[src/rtl/keypad_digit_entry.sv]
// keypad_digit_entry
//   Scans a 4x4 active-low matrix keypad one column at a time, debounces the
//   row pattern, and shifts accepted decimal digits into a four-digit BCD
//   entry buffer. '*' is backspace, '#' clears the buffer, and A-D only
//   report a key code.
// Ports:
//   clk        system clock
//   rst        asynchronous active-low reset
//   row_in     keypad rows, active-low, asynchronous to clk
//   col_out    column drive, active-low one-hot
//   key_valid  one-cycle pulse per accepted press
//   key_code   code of the last accepted key (held between presses)
//   digit3..0  BCD entry buffer, digit3 most significant
module keypad_digit_entry #(
  parameter int unsigned SCAN_DIV = 50000,
  parameter int unsigned DEBOUNCE = 4
) (
  input  logic       clk,
  input  logic       rst,
  input  logic [3:0] row_in,
  output logic [3:0] col_out,
  output logic       key_valid,
  output logic [3:0] key_code,
  output logic [3:0] digit3,
  output logic [3:0] digit2,
  output logic [3:0] digit1,
  output logic [3:0] digit0
);

  localparam int unsigned DivW = (SCAN_DIV > 1) ? $clog2(SCAN_DIV) : 1;
  localparam int unsigned CntW = $clog2(DEBOUNCE + 1);

  typedef enum logic [1:0] {StScan, StDebounce, StHeld} state_e;

  state_e         state_q, state_d;
  logic [3:0]     row_meta_q, row_s_q;
  logic [DivW-1:0] div_q, div_d;
  logic [CntW-1:0] cnt_q, cnt_d;
  logic [3:0]     pattern_q, pattern_d;
  logic [3:0]     col_q, col_d;
  logic           key_valid_q, key_valid_d;
  logic [3:0]     key_code_q, key_code_d;
  logic [15:0]    digits_q, digits_d;
  logic           tick;
  logic           accept;
  logic [1:0]     row_idx, col_idx;
  logic [3:0]     code;

  assign tick = (div_q == DivW'(SCAN_DIV - 1));

  // Lowest-index low row wins when several rows are low.
  always_comb begin
    row_idx = 2'd3;
    if (!pattern_q[2]) row_idx = 2'd2;
    if (!pattern_q[1]) row_idx = 2'd1;
    if (!pattern_q[0]) row_idx = 2'd0;
  end

  always_comb begin
    col_idx = 2'd0;
    unique case (col_q)
      4'b1110: col_idx = 2'd0;
      4'b1101: col_idx = 2'd1;
      4'b1011: col_idx = 2'd2;
      4'b0111: col_idx = 2'd3;
      default: col_idx = 2'd0;
    endcase
  end

  always_comb begin
    code = 4'd0;
    case ({row_idx, col_idx})
      4'h0: code = 4'd1;
      4'h1: code = 4'd2;
      4'h2: code = 4'd3;
      4'h3: code = 4'd10;
      4'h4: code = 4'd4;
      4'h5: code = 4'd5;
      4'h6: code = 4'd6;
      4'h7: code = 4'd11;
      4'h8: code = 4'd7;
      4'h9: code = 4'd8;
      4'hA: code = 4'd9;
      4'hB: code = 4'd12;
      4'hC: code = 4'd14;
      4'hD: code = 4'd0;
      4'hE: code = 4'd15;
      default: code = 4'd13;
    endcase
  end

  always_comb begin
    state_d     = state_q;
    div_d       = tick ? '0 : div_q + 1'b1;
    cnt_d       = cnt_q;
    pattern_d   = pattern_q;
    col_d       = col_q;
    key_valid_d = 1'b0;
    key_code_d  = key_code_q;
    digits_d    = digits_q;
    accept      = 1'b0;

    if (tick) begin
      unique case (state_q)
        StScan: begin
          if (row_s_q == 4'hF) begin
            col_d = {col_q[2:0], col_q[3]};
          end else begin
            pattern_d = row_s_q;
            cnt_d     = CntW'(1);
            state_d   = StDebounce;
          end
        end
        StDebounce: begin
          if (row_s_q == pattern_q) begin
            if (cnt_q == CntW'(DEBOUNCE - 1)) begin
              accept  = 1'b1;
              cnt_d   = '0;
              state_d = StHeld;
            end else begin
              cnt_d = cnt_q + 1'b1;
            end
          end else begin
            cnt_d   = '0;
            col_d   = {col_q[2:0], col_q[3]};
            state_d = StScan;
          end
        end
        StHeld: begin
          // Any low sample restarts the release count.
          if (row_s_q == 4'hF) begin
            if (cnt_q == CntW'(DEBOUNCE - 1)) begin
              cnt_d   = '0;
              col_d   = {col_q[2:0], col_q[3]};
              state_d = StScan;
            end else begin
              cnt_d = cnt_q + 1'b1;
            end
          end else begin
            cnt_d = '0;
          end
        end
        default: state_d = StScan;
      endcase
    end

    if (accept) begin
      key_valid_d = 1'b1;
      key_code_d  = code;
      if (code <= 4'd9) begin
        digits_d = {digits_q[11:0], code};
      end else if (code == 4'd14) begin
        digits_d = {4'd0, digits_q[15:4]};
      end else if (code == 4'd15) begin
        digits_d = '0;
      end
    end
  end

  always_ff @(posedge clk or negedge rst) begin
    if (!rst) begin
      state_q     <= StScan;
      row_meta_q  <= '0;
      row_s_q     <= '0;
      div_q       <= '0;
      cnt_q       <= '0;
      pattern_q   <= '0;
      col_q       <= 4'b1110;
      key_valid_q <= 1'b0;
      key_code_q  <= '0;
      digits_q    <= '0;
    end else begin
      state_q     <= state_d;
      row_meta_q  <= row_in;
      row_s_q     <= row_meta_q;
      div_q       <= div_d;
      cnt_q       <= cnt_d;
      pattern_q   <= pattern_d;
      col_q       <= col_d;
      key_valid_q <= key_valid_d;
      key_code_q  <= key_code_d;
      digits_q    <= digits_d;
    end
  end

  assign col_out   = col_q;
  assign key_valid = key_valid_q;
  assign key_code  = key_code_q;
  assign digit3    = digits_q[15:12];
  assign digit2    = digits_q[11:8];
  assign digit1    = digits_q[7:4];
  assign digit0    = digits_q[3:0];

endmodule

[config.mk]
export PLATFORM = sky130hd
export DESIGN_NAME = keypad_digit_entry
export DESIGN_NICKNAME = d
export VERILOG_FILES = /design/src/rtl/keypad_digit_entry.sv
export SDC_FILE = /design/constraint.sdc
export NUM_CORES = 1
export LEC_CHECK = 0
export CAP_MARGIN = 30
export CORE_UTILIZATION = 45
export DETAILED_ROUTE_END_ITERATION = 10
export PLACE_DENSITY = 0.62
export SLEW_MARGIN = 20
export SYNTH_ARGS = -nofsm -noshare
export SYNTH_HDL_FRONTEND = slang
export SYNTH_SLANG_ARGS = --single-unit
[constraint.sdc]
create_clock -name clk -period 3.1 [get_ports clk]
set_input_delay 0.775 -clock clk [delete_from_list [all_inputs] [get_ports clk]]
set_output_delay 0.775 -clock clk [all_outputs]
set_load 0.005 [all_outputs]
Word level (Yosys, flattened, before mapping)
Memory sizes are Yosys's and may differ from the RTL's. Index checks and enable logic that the tools add are counted.

Memories: 1. Memory bits (read-only): 64. Bits in latches: 0. Output and inout port bits: 25. Register bits: 58. RAM bits: 0. Input port bits: 6. Word-level logic and storage cells: 69.

Memory list: (name not given) (depth 16, width 4, rd ports 1, clocked after memory_dff 0, wr ports 0, RTL line 72) `case ({row_idx, col_idx})`.

$mul: 0. Order comparisons: 1. Reductions and logical operators: 8. Bitwise operators: 1. Shift operators: 0. $add $sub $neg: 2. Div/mod/pow operators: 0. Equality and inequality tests: 17. Mux-type cells: 29.

Operators with widths (count): $mux W16 (4); $eq A4 B4 Y1 const B (5); $add A16 B1 Y16 const B (1); $eq A16 B16 Y1 const B (1); $mux W4 (4); $mux W2 (7); $mux W3 (4); $pmux W2 S3 (2); $pmux W4 S3 (1); $ne A2 B2 Y1 const B (5); $pmux W3 S3 (1); $mux W1 (6); $reduce_and A3 Y1 (2); $reduce_and A6 Y1 (1); $reduce_bool A3 Y1 (2); $reduce_and A5 Y1 (1); $eq A4 B3 Y1 const B (1); $eq A4 B4 Y1 (1); $le A4 B4 Y1 const B (1); $add A3 B1 Y3 const B (1); $eq A3 B2 Y1 const B (1); $ne A3 B3 Y1 const B (1); $eq A2 B1 Y1 const B (1); $eq A2 B2 Y1 const B (1); other kinds (3) (3).

Logic depth before layout (Yosys ltp)
An unclocked memory read counts as a cell.

Depth in word-level cells: 8. Gate-level depth with buffers: 11. Mapped depth without buffers: 10.

Worst setup path before layout
Ideal clock, no wire load.

Kind: register to register. Start point: register col_q[3], in the netlist col_out[3]. End point: register digits_q[2]. Buffers on the path: 2. Setup slack: 576 ps. Stages on the path, launching flop included: 11. Data required time: 2982 ps. Data arrival time: 2406 ps. Setup time: 118 ps. Period minus slack after synthesis: 2524 ps. Path through: dfstp_2 > xor2_1 > and3_1 > clkbuf_1 > ha_1 > o211a_1 > o21ai_1 > o21bai_1 > nor4_4 > buf_6 > a21o_1.

Word-level cells in the longest chain between the ends: 6. Elaborated cells on any way between the ends: 12. Those cells by class: order compare (1); eq/ne (5); mux (3); reduce/logical (2); memory (1).

RTL lines: start, declared (RTL line 40) `logic [3:0] col_q, col_d;`; start signal, assigned (RTL line 179) `col_q <= col_d;`; $eq A4 B3 Y1 / $eq A4 B4 Y1 (equally long branches) (RTL line 61) `unique case (col_q)`; $pmux W2 S3 (*) (RTL line 61); $mem_v2 Z16 W4 (*); $le A4 B4 Y1 (tied with other cells) (RTL line 150) `if (code <= 4'd9) begin`; $reduce_bool A3 Y1 (no line) / $mux W16 (equally long branches); $reduce_and A2 Y1 (no line) / $mux W16 (equally long branches); end signal, assigned (RTL line 182) `digits_q <= digits_d;`; end, declared (RTL line 43) `logic [15:0] digits_q, digits_d;`.

Every way passes the cells marked *; elsewhere a longest branch is shown, timed or not. A chain may end at the register's enable or synchronous reset.

Worst setup path in the final report
Start point: register col_q[2], in the netlist col_out[2]. End point: register digits_q[0].

Same word-level chain as after synthesis.

==> results.py <==
metrics = {
    "drt": {
        "totalWireLength_mm": 5.47,
        "ant_nets": 0,
        "vias": 1984,
        "first_pass_iters": 5,
        "wl_per_cell_um": 14.3,
        "vias_per_cell": 5.19,
        "drc_errors": 0,
        "drt_iter0_drc": 56,
    },
    "synthesis": {
        "yosys.area_share.simple": 0.186,
        "synthCells": 265,
        "synth.largest_area_cell": "dfrtp_1",
        "synth.distinct_cells": 44,
        "synth_most_common_cell": "dfrtp_1",
        "synthesis.nets": 283,
        "yosys_register_bits": 58,
        "synth_compound_area_frac": 0.109,
        "yosysTopAreaCellShare": 0.478,
        "avgSynthCellArea_um2": 10.9,
        "yosys_warnings": 0,
        "syn_area_um2": 2880,
        "netlist_top_cells_count": "55 x dfrtp_1, 29 x nand2_1, 18 x nor2_1, 16 x o21ai_0, 13 x xor2_1",
        "synth-main-ff-cell": "dfrtp_1",
        "async_flop_share": 1.00,
        "ys_seq_area_frac": 0.505,
        "yosys-top-cells-area": "dfrtp_1 48%, ha_1 5.2%, xor2_1 4.0%",
        "synth_edf_count": 0,
        "synth_top_family_by_area": "simple AND/OR/NAND/NOR gates",
        "synth_xor_xnor_area_share": 0.0608,
        "synth_fa_ha_area_frac": 0.0522,
        "muxShareOfSynthArea": 0.0587,
    },
    "critical_path": {
        "crit_arrival_ns": 2.93,
        "cp-start-kind": "flip-flop",
        "required_ns": 3.33,
        "end_kind": "flip-flop",
        "worstPathMaxFanout": 11,
        "critical_path_class": "flip-flop to flip-flop",
    },
    "global_routing": {
        "grt_pass1_wl_mm": 9.36,
        "antenna_found_initial": 0,
        "grt_usage": 0.191,
        "grt_max_degree": 24,
        "overflow": 0,
        "grt_pass1_vias": 1949,
    },
    "finish": {
        "multi_input_area_um2": 1340,
        "area_growth_pct": 21.3,
        "layout-drive-gt1-share": 0.130,
        "nets": 320,
        "regArea_um2": 1460,
        "n_fill_cell": 571,
        "design_area_um2": 3490,
        "antenna_cells": 0,
    },
    "timing": {
        "fin_tns_setup_ns": 0,
        "finalCritPeriodShare": 0.870,
        "final-hold-violation-count": 0,
        "layout_min_cycle_time_ns": 2.70,
        "tightest_slew_ns": 0.633,
        "setup_viol": 0,
        "drv_slew": 0,
        "rsz0062_at_grt": "no",
        "fmax_mhz": 371,
        "fin_skew_ns": 0.0109,
        "slew_headroom": 0.575,
    },
    "clock_network": {
        "cts_buffers": 9,
        "clk_latency_ns": 0.34,
        "clk_pin_slew_ns": 0.07,
        "post-cts-setup-buffers": 0,
        "htreeDepth": 3,
        "clkSinkCount": 58,
        "cts_resized": 0,
        "hold_buffers": 0,
        "root_buffer": "clkbuf_8",
        "cts.path.max_buffers": 2,
        "cts_tree": "yes",
    },
    "power_and_ir_drop": {
        "ir_drop_v": 0.000288,
        "p_per_area_nw_per_um2": 457,
        "p_leak_nw": 1.64,
    },
    "place": {
        "place_area_um2": 3260,
        "port_buffers": 30,
        "hpwl_mm": 3.87,
        "gp_congestion": 0.790,
    },
    "run_status": {
        "run_status": "finished clean",
    },
    "die": {
        "rows": 28,
        "die_w_um": 82.0,
        "die_area_um2": 6720,
        "io_pins": 31,
        "start_util": 0.475,
        "die-height_um": 82.0,
        "core-area_um2": 6060,
    },
    "run": {
        "cap_viol_max_count": 0,
    },
    "worst_hold_path": {
        "hp-class": "flip-flop to flip-flop",
    },
}
[where the power goes]
part / switching, mW / internal [mW] / total (mW)
Clock: 0.307 / 0.497 / 0.804
Combinational: 0.0176 / 0.00861 / 0.0263
Sequential: 0.00353 / 0.762 / 0.766
[cell families (layout without fill, tap and decap cells)]
logic type,count (synthesis),after routing
adder cells (fa/ha/maj),12,12
buffers and inverters,18,60
AO/OA/AOI/OAI,47,47
AND/OR/NAND/NOR,94,94
flip-flops,58,58
multiplexers,16,16
XOR/XNOR,20,20
[per-layer routing]
layer | GRT usage | up-vias | routed length (µm)
met2 | 0.283 | 39 | 2430
met1 | 0.257 | 937 | 2730
li1 | - | 999 | -
met5 | 0 | - | 0
met3 | 0.0533 | 9 | 213
met4 | 0.0860 | 0 | 95
[registers in the layout, summed over array words and instances (netlist names), 3 cells and up]
| register | flops |
|---|---|
| cnt_q | 3 |
| col_out | 4 |
| digits_q | 16 |
| div_q | 16 |
| key_code | 4 |
| pattern_q | 4 |
| row_meta_q | 4 |
| row_s_q | 4 |
[final timing paths]
path	start	to	slack, ns	cells after the start
setup / recovery	col_out[2]$_DFFE_PN1P_	digits_q[0]$_DFFE_PN0P_	0.40	9
hold / removal	row_meta_q[2]$_DFF_PN0_	row_s_q[2]$_DFF_PN0_	0.35	0
setup reg to reg	col_out[2]$_DFFE_PN1P_	digits_q[0]$_DFFE_PN0P_	0.40	9
hold reg to reg	row_meta_q[2]$_DFF_PN0_	row_s_q[2]$_DFF_PN0_	0.35	0
max in group asynchronous	rst	div_q[11]$_DFF_PN0_	2.06	2
min in group asynchronous	rst	div_q[7]$_DFF_PN0_	0.38	1
[worst max-delay path, stage by stage (launching register included)]
cell and delay (ns):
dfstp_2 0.58, xor2_1 0.15, nand3_1 0.23, inv_1 0.22
ha_1 0.29, nor2_1 0.06, o21ai_1 0.45, o21bai_1 0.27
nor4_4 0.13, a21o_1 0.21
[through the flow]
step           cells  utilization  hold slack, ns  total power, mW  setup slack [ns]
6_report         382        0.576           0.349             1.60             0.402
3_5_place_dp     366        0.538           0.336            0.808             0.434
4_1_cts          382        0.576           0.351             1.62             0.420
5_1_grt          382        0.576           0.362             1.65             0.168
3_3_place_gp     366        0.538           0.334            0.807             0.488
2_1_floorplan    265            -           0.331            0.784             0.576
[cell usage in the layout (no fill, tap or decap), drive strengths merged, types with 3 or more instances in the layout]
cell,count
a21o,5
nand2,29
mux2i,9
clkbuf,12
clkdlybuf4s50,29
nand4,5
mux2,7
ha,12
nor4bb,3
buf,7
nand3,8
o2bb2ai,8
xor2,13
a21oi,8
inv,8
and4,4
dfstp,3
xnor2,7
o21ai,17
nor2,18
dfrtp,55
and3,8
nor3,3
nand2b,3
and2,4
[area by class of cell]
cell class | count | share of cell area
tap | 75 | 0.0269
inverter | 8 | 0.00860
sequential | 58 | 0.417
multi-input combinational | 189 | 0.385
clock buffer | 12 | 0.0444
timing repair buffer | 36 | 0.0975
clock inverter | 4 | 0.0211
Note: power is estimated with default switching activity, not from simulation.
